$ cat config.mk
export PLATFORM = sky130hd
export DESIGN_NAME = fsm_counter_dispatcher
export DESIGN_NICKNAME = d
export VERILOG_FILES = /design/src/rtl/fsm_counter_dispatcher.sv
export SDC_FILE = /design/constraint.sdc
export NUM_CORES = 1
export LEC_CHECK = 0
export ABC_AREA = 1
export CAP_MARGIN = 5
export CELL_PAD_IN_SITES_DETAIL_PLACEMENT = 0
export CELL_PAD_IN_SITES_GLOBAL_PLACEMENT = 1
export CORE_ASPECT_RATIO = 1.2
export CORE_UTILIZATION = 42
export DETAILED_ROUTE_END_ITERATION = 6
export GPL_TIMING_DRIVEN = 0
export HOLD_SLACK_MARGIN = 0.12
export PLACE_DENSITY_LB_ADDON = 0.25
export SLEW_MARGIN = 20
export SYNTH_ARGS = -nofsm -noshare
export SYNTH_HDL_FRONTEND = slang
export SYNTH_SLANG_ARGS = --single-unit
$ cat constraint.sdc
create_clock -name clk -period 2.45 [get_ports clk]
set_input_delay 0.3675 -clock clk [delete_from_list [all_inputs] [get_ports clk]]
set_output_delay 0.3675 -clock clk [all_outputs]
set_load 0.03 [all_outputs]
$ cat src/rtl/fsm_counter_dispatcher.sv
// Job dispatcher in front of the FSM counter: buffers count jobs in a FIFO and
// issues them one at a time as a run pulse, waiting for the counter's done between jobs.
module fsm_counter_dispatcher #(
    parameter int DEPTH = 4,
    parameter int CNT_W = 7
) (
    input  logic                   clk,
    input  logic                   reset,
    input  logic                   s_valid,
    output logic                   s_ready,
    input  logic [CNT_W-1:0]       s_num_cnt,
    output logic                   o_run,
    output logic [CNT_W-1:0]       o_num_cnt,
    input  logic                   i_idle,
    input  logic                   i_done,
    output logic                   o_busy,
    output logic [$clog2(DEPTH):0] o_q_count,
    output logic                   o_zero_drop,
    output logic [15:0]            o_jobs_done
);

    localparam int AW = $clog2(DEPTH);
    localparam int QW = AW + 1;

    typedef enum logic {
        S_IDLE = 1'b0,
        S_WAIT = 1'b1
    } state_t;

    state_t           state_q, state_d;
    logic [CNT_W-1:0] mem_q [DEPTH];
    logic [AW-1:0]    wr_ptr_q, wr_ptr_d;
    logic [AW-1:0]    rd_ptr_q, rd_ptr_d;
    logic [QW-1:0]    count_q, count_d;
    logic             run_q, run_d;
    logic [CNT_W-1:0] num_cnt_q, num_cnt_d;
    logic             zero_drop_q, zero_drop_d;
    logic [15:0]      jobs_done_q, jobs_done_d;

    logic accept, push, issue, job_done;

    // Ready depends only on registered occupancy, never on s_valid.
    assign s_ready  = (count_q != QW'(DEPTH));
    assign accept   = s_valid && s_ready;
    assign push     = accept && (s_num_cnt != '0);
    assign issue    = (state_q == S_IDLE) && (count_q != '0) && i_idle;
    assign job_done = (state_q == S_WAIT) && i_done;

    always_comb begin
        wr_ptr_d = wr_ptr_q;
        rd_ptr_d = rd_ptr_q;
        count_d  = count_q;
        if (push) begin
            wr_ptr_d = wr_ptr_q + AW'(1);
        end
        if (issue) begin
            rd_ptr_d = rd_ptr_q + AW'(1);
        end
        case ({push, issue})
            2'b10:   count_d = count_q + QW'(1);
            2'b01:   count_d = count_q - QW'(1);
            default: count_d = count_q;
        endcase
    end

    // Storage holds data only; validity is tracked by the pointers and occupancy.
    always_ff @(posedge clk) begin
        if (push) begin
            mem_q[wr_ptr_q] <= s_num_cnt;
        end
    end

    always_ff @(posedge clk or posedge reset) begin
        if (reset) begin
            state_q <= S_IDLE;
        end else begin
            state_q <= state_d;
        end
    end

    always_comb begin
        state_d = state_q;
        case (state_q)
            S_IDLE:  if (issue)  state_d = S_WAIT;
            S_WAIT:  if (i_done) state_d = S_IDLE;
            default: state_d = S_IDLE;
        endcase
    end

    always_comb begin
        run_d       = issue;
        num_cnt_d   = issue ? mem_q[rd_ptr_q] : num_cnt_q;
        zero_drop_d = accept && (s_num_cnt == '0);
        jobs_done_d = job_done ? jobs_done_q + 16'd1 : jobs_done_q;
    end

    always_ff @(posedge clk or posedge reset) begin
        if (reset) begin
            wr_ptr_q    <= '0;
            rd_ptr_q    <= '0;
            count_q     <= '0;
            run_q       <= 1'b0;
            num_cnt_q   <= '0;
            zero_drop_q <= 1'b0;
            jobs_done_q <= '0;
        end else begin
            wr_ptr_q    <= wr_ptr_d;
            rd_ptr_q    <= rd_ptr_d;
            count_q     <= count_d;
            run_q       <= run_d;
            num_cnt_q   <= num_cnt_d;
            zero_drop_q <= zero_drop_d;
            jobs_done_q <= jobs_done_d;
        end
    end

    assign o_run       = run_q;
    assign o_num_cnt   = num_cnt_q;
    assign o_busy      = (state_q == S_WAIT);
    assign o_q_count   = count_q;
    assign o_zero_drop = zero_drop_q;
    assign o_jobs_done = jobs_done_q;

endmodule

Word-level counts from Yosys, hierarchy flattened
Memories as Yosys holds them, arrays and structs flattened. A register that Yosys moved wholly into a read port is not among the register bits.
Cells that the tools add are included.
{"block": "word_totals", "reg_bits": 26, "ramBits": 28, "in_bits": 12, "output_inout_bits": 30, "wordCells": 33, "memories": 1}
{"block": "classes", "add_sub_neg": 5, "eq_ne": 3, "muxes": 6, "bitwise": 1, "n_reduce_logical": 10}
{"name": "mem_q", "words": 4, "word_bits": 7, "rd": 1, "rd_clocked_by_memory_dff": 1, "wr": 1, "line": "31", "source": "logic [CNT_W-1:0] mem_q [DEPTH];"}
{"op": "$add A16 B1 Y16 const B", "count": 1}
{"op": "$logic_not A7 Y1", "count": 1}
{"op": "$reduce_bool A7 Y1", "count": 1}
{"op": "$logic_and A1 B1 Y1", "count": 6}
{"op": "$pmux W3 S2", "count": 1}
{"op": "$add A2 B1 Y2 const B", "count": 2}
{"op": "$mux W1", "count": 4}
{"op": "$add A3 B1 Y3 const B", "count": 1}
{"op": "$ne A3 B3 Y1 const B", "count": 1}
{"op": "$reduce_bool A3 Y1", "count": 1}
{"op": "$sub A3 B1 Y3 const B", "count": 1}
{"op": "$eq A2 B1 Y1 const B", "count": 1}
{"op": "$eq A2 B2 Y1 const B", "count": 1}
{"op": "$pmux W1 S2", "count": 1}
{"op": "$reduce_bool A2 Y1", "count": 1}
{"op": "$not A1 Y1", "count": 1}

Longest topological paths before layout
{"block": "logic_depth", "ltp_word": 5, "mapped_depth": 11, "mapped_depth_nobuf": 11}

Worst setup path before layout
No wires, ideal clock.
{"block": "synth_timing", "path_kind": "reg-to-reg", "startpoint": "register count_q[2] (netlist: o_q_count[2])", "endpoint": "register count_q[2] (netlist: o_q_count[2])", "setup_ps": 137, "t_arrival_ps": 2235, "required_ps": 2313, "slack_ps": 78, "path_stages_with_launch": 11, "n_path_buf": 0, "period_less_slack_ps": 2372, "cell_sequence": "dfrtp_1 nand3_1 nand2_1 nor2_2 inv_1 ha_1 inv_1 fa_1 a21oi_1 o21ai_0 xnor2_1"}
{"block": "synth_via", "elab_chain_cells": 5, "word_cells_on_any_way": 12, "cone_classes": "add/sub (2); eq/ne (3); mux (1); reduce/logical (6)"}
{"item": "from (decl)", "line": "34", "source": "logic [QW-1:0] count_q, count_d;"}
{"item": "from (signal assigned)", "line": "109", "source": "count_q <= count_d;"}
{"item": "$ne A3 B3 Y1 (*)", "line": "43", "source": "assign s_ready = (count_q != QW'(DEPTH));"}
{"item": "via s_ready", "line": "10", "source": "output logic s_ready,"}
{"item": "$logic_and A1 B1 Y1 (*)", "line": "44", "source": "assign accept = s_valid && s_ready;"}
{"item": "$logic_and A1 B1 Y1 (*)", "line": "45", "source": "assign push = accept && (s_num_cnt != '0);"}
{"item": "$eq A2 B1 Y1 or $eq A2 B2 Y1 (tied branches)", "line": "59", "source": "case ({push, issue})"}
{"item": "$pmux W3 S2 or $reduce_bool A2 Y1 (tied branches)"}
The timed path passes the listed nets; every way through them passes the cells marked *.
A chain may end at the register's enable or synchronous reset.

Worst setup path in the final report
{"block": "layout_timing", "startpoint": "input port s_num_cnt[5]", "endpoint": "register count_q[2] (netlist: o_q_count[2])"}
{"block": "layout_via", "elab_chain_cells": 4, "word_cells_on_any_way": 6, "cone_classes": "eq/ne (2); mux (1); reduce/logical (3)"}
{"item": "from (decl)", "line": "11", "source": "input logic [CNT_W-1:0] s_num_cnt,"}
{"item": "$reduce_bool A7 Y1 (*)", "line": "45"}
{"item": "$logic_and A1 B1 Y1 (*)", "line": "45"}
{"item": "$eq A2 B1 Y1 or $eq A2 B2 Y1 (tied branches)", "line": "59"}
{"item": "$pmux W3 S2 or $reduce_bool A2 Y1 (tied branches)"}
Every way passes the cells marked *; elsewhere a longest branch is shown, timed or not.

==> results by group <==
Run status
  • Run status: complete, no violations

Clocking
  • Root Driver: clkbuf_8
  • CTS tree: yes
  • Postcts setup bufs: 0
  • Clk buf depth: 2
  • Clock Sinks: 61
  • Post-cts resize count: 0
  • CTS H-Tree Depth: 3
  • Reg clk slew, reported paths: 60 ps
  • CTS buffer count: 9
  • Clk_lat worst skew: between 300 and 400 ps
  • Post-cts hold buffer count: 0

Synthesis
  • Dominant synthesized flop cell: dfrtp_1
  • Seq/Total Area, Yosys: 0.6265
  • EDFF count, synth: 28
  • Post-Synthesis Cells: around 240
  • Post-synthesis register bit count: 61
  • Async SR Flop Fraction: 0.5410
  • Synthesis warning total: 0
  • Cell Area, Synth: about 2700 um2
  • Synth top area cells: edfxtp_1 32%, dfrtp_1 31%, nand2_1 6.3%
  • Syn_nets: around 260
  • Unique masters post-synth: 28
  • Synth top area share: 0.3161
  • Synth area leader: edfxtp_1
  • Mean Syn Cell Area: around 11 um2

Setup path
  • FF-to-FF End: o_q_count[2]
  • WS Path Type: input port to register
  • Worst-path maximum fanout: 5
  • R2r setup slk: 320 ps
  • Worst EP required: 2660 ps
  • CP arrival: 2430 ps
  • FF-to-FF Start: o_busy
  • Reg2Reg Depth: 9
  • Setup crit start kind: input port
  • CP endpoint kind: register

Global routing
  • First-pass GRT wire length: between 7 and 8 mm
  • Initial antenna violation count: 0
  • Total track usage: 0.1609
  • Total grt overflow: 0
  • Number of global-route vias before repair: between 1,500 and 2,000
  • Largest net degree at the start of global routing: 34

Place
  • Gpl congestion: just over 0.7
  • I/O Buffers: slightly above 40
  • Placed Cells: around 370
  • DP HPWL: 3.320 mm
  • Post-DP Area: around 3200 um2
  • Dpl ws: -130.3 ps

Die
  • I/O pin total: 42
  • Die Ht: between 80 and 90 um
  • Initial Utilization: 0.4368
  • Die ar.: 6657 um2
  • Die W: 74.65 um
  • # rows: 31
  • Core area: between 6000 and 7000 um2

Worst hold path
  • Hold Path Class: input port to asynchronous set/reset pin

Timing
  • Minimum clock period: between 2000 and 2500 ps
  • Clock skew: about 4.3 ps
  • Worst-margin pin slew: about 700 ps
  • Fin. Hold Viols: 0
  • Count of pins over their slew limit: 0
  • Fmax: roughly 450 MHz
  • Period Utilization, post-route: 0.9076
  • Final worst setup slack: around 230 ps
  • Rel. slew slack: 0.5285
  • Setup violators final: 0
  • Unrepaired setup endpoints after global routing: no

Final layout
  • Post-route cell area: roughly 3300 um2
  • Fin cells: roughly 380
  • Fillers: between 500 and 600
  • Layout net count: approximately 320
  • Layout area overhead: 25.54%
  • Share of layout cells above drive strength 1: 0.1163
  • # diodes: 0

Route
  • Drt via density: around 4.6
  • DRT antenna net count: 0
  • Per-cell routed wire length: about 12 um
  • DRT Pass-1 Iters: 4
  • DRC violations left: 0
  • Detailed router's first-iteration violation count: 84
  • Via count: approximately 1,800
  • Total Wirelength: 4.768 mm

Pwr
  • VDD IR max: 599.1 uV
  • Leakage power: between 1 and 1.5 nW
  • PD cells: ~1100 nW/um2

Job
  • Maxcap violations: 0
==> worst max-delay path, stage by stage <==
cell,delay (ps)
clkdlybuf4s50_1,490
nor2_1,160
nand2_1,80
nor2_1,130
nor2_2,70
inv_1,130
ha_1,160
inv_1,70
fa_1,370
a21oi_1,140
o21ai_0,120
xnor2_1,140
==> state kept, by name (all words and copies together), names as in the netlist <==
signal,count
o_q_count,3
rd_ptr_q,2
o_run,1
o_zero_drop,1
o_num_cnt,7
mem_q,28
o_busy,1
wr_ptr_q,2
o_jobs_done,16
==> layout make-up <==
class	instances	area [um2]	share of cell area
multi-input cells	148	859.6	0.2574
repair buffers	41	410.4	0.1229
clock inverters	6	28.78	0.008617
clock buffers	10	137.6	0.04121
flip-flops and latches	61	1667	0.4991
plain buffers	3	13.76	0.004121
inverters	32	120.1	0.03597
well taps	82	102.6	0.03072
==> per-stage QoR <==
step	power, mW	TNS [ps]	utilization	hold slack (ps)
5_1_grt	3.972	0	0.5484	511.7
4_1_cts	3.758	0	0.5484	481.6
3_3_place_gp	2.971	-121.2	0.5211	464.3
3_5_place_dp	2.994	-130.3	0.5211	466.8
6_report	3.702	0	0.5484	464.6
2_1_floorplan	2.468	0	-	463.9
==> how the worst max path moves through the flow <==
stage,startpoint,end,slack (ps),cells after the start
final,s_num_cnt[5],o_q_count[2],230,12
after global routing,s_num_cnt[5],o_q_count[2],20,12
after CTS,s_num_cnt[5],o_q_count[2],220,12
after detailed placement,s_num_cnt[5],o_q_count[2],-130,12
after global placement,s_num_cnt[5],o_q_count[2],-120,12
after floorplan,o_q_count[2],o_q_count[2],80,10
==> power by group <==
part	internal, mW	leakage [nW]	switching [mW]	total, mW
logic	0.542	0.721	0.890	1.43
registers	1.35	0.663	0.172	1.52
clock network	0.381	0.0930	0.365	0.746
total	2.27	1.48	1.43	3.70
==> cell families (layout without fill, tap and decap cells) <==
logic type | count (synthesis) | after routing | share of synthesized area
flip-flops | 61 | 61 | 0.6265
AO/OA/AOI/OAI | 28 | 28 | 0.06021
adder cells (fa/ha/maj) | 7 | 7 | 0.03575
buffers and inverters | 35 | 92 | 0.05033
AND/OR/NAND/NOR | 97 | 97 | 0.1707
XOR/XNOR | 15 | 15 | 0.05221
multiplexers | 1 | 1 | 0.004233
==> cells in the mapped netlist, types with 2 or more instances <==
cell	instances
nand3_2	2
o21ai_0	18
nand3_1	4
edfxtp_1	28
nor2_1	26
xnor2_1	7
nand4_1	5
nand2_2	3
nand2_1	45
dfrtp_1	33
buf_2	2
inv_1	30
nor3_1	5
xor2_1	7
ha_1	6
inv_2	2
o22ai_1	7
nor2_4	2
nor2_2	3
==> cells in the final DEF (no fill, tap or decap), drive strengths merged <==
cell / Yosys / layout
o21ai: 20 / 20
xnor2: 8 / 8
a21oi: 1 / 1
clkdlybuf4s50: 0 / 41
inv: 32 / 32
edfxtp: 28 / 28
nand2: 49 / 49
nor2: 32 / 32
buf: 2 / 2
nor3: 5 / 5
o22ai: 7 / 7
nand4: 5 / 5
ha: 6 / 6
clkinv: 0 / 6
fa: 1 / 1
xor2: 7 / 7
dfrtp: 33 / 33
nand3: 6 / 6
clkbuf: 1 / 11
mux2: 1 / 1
==> metal layers <==
layer  routed length (um)  share of wire  GRT usage
met1                 2123           0.45     0.2027
met3                  212          0.044    0.05411
met2                 2367           0.50     0.2490
met5                    0              0          0
met4                   65          0.014    0.07719
Power figures use the tool's default switching activity.
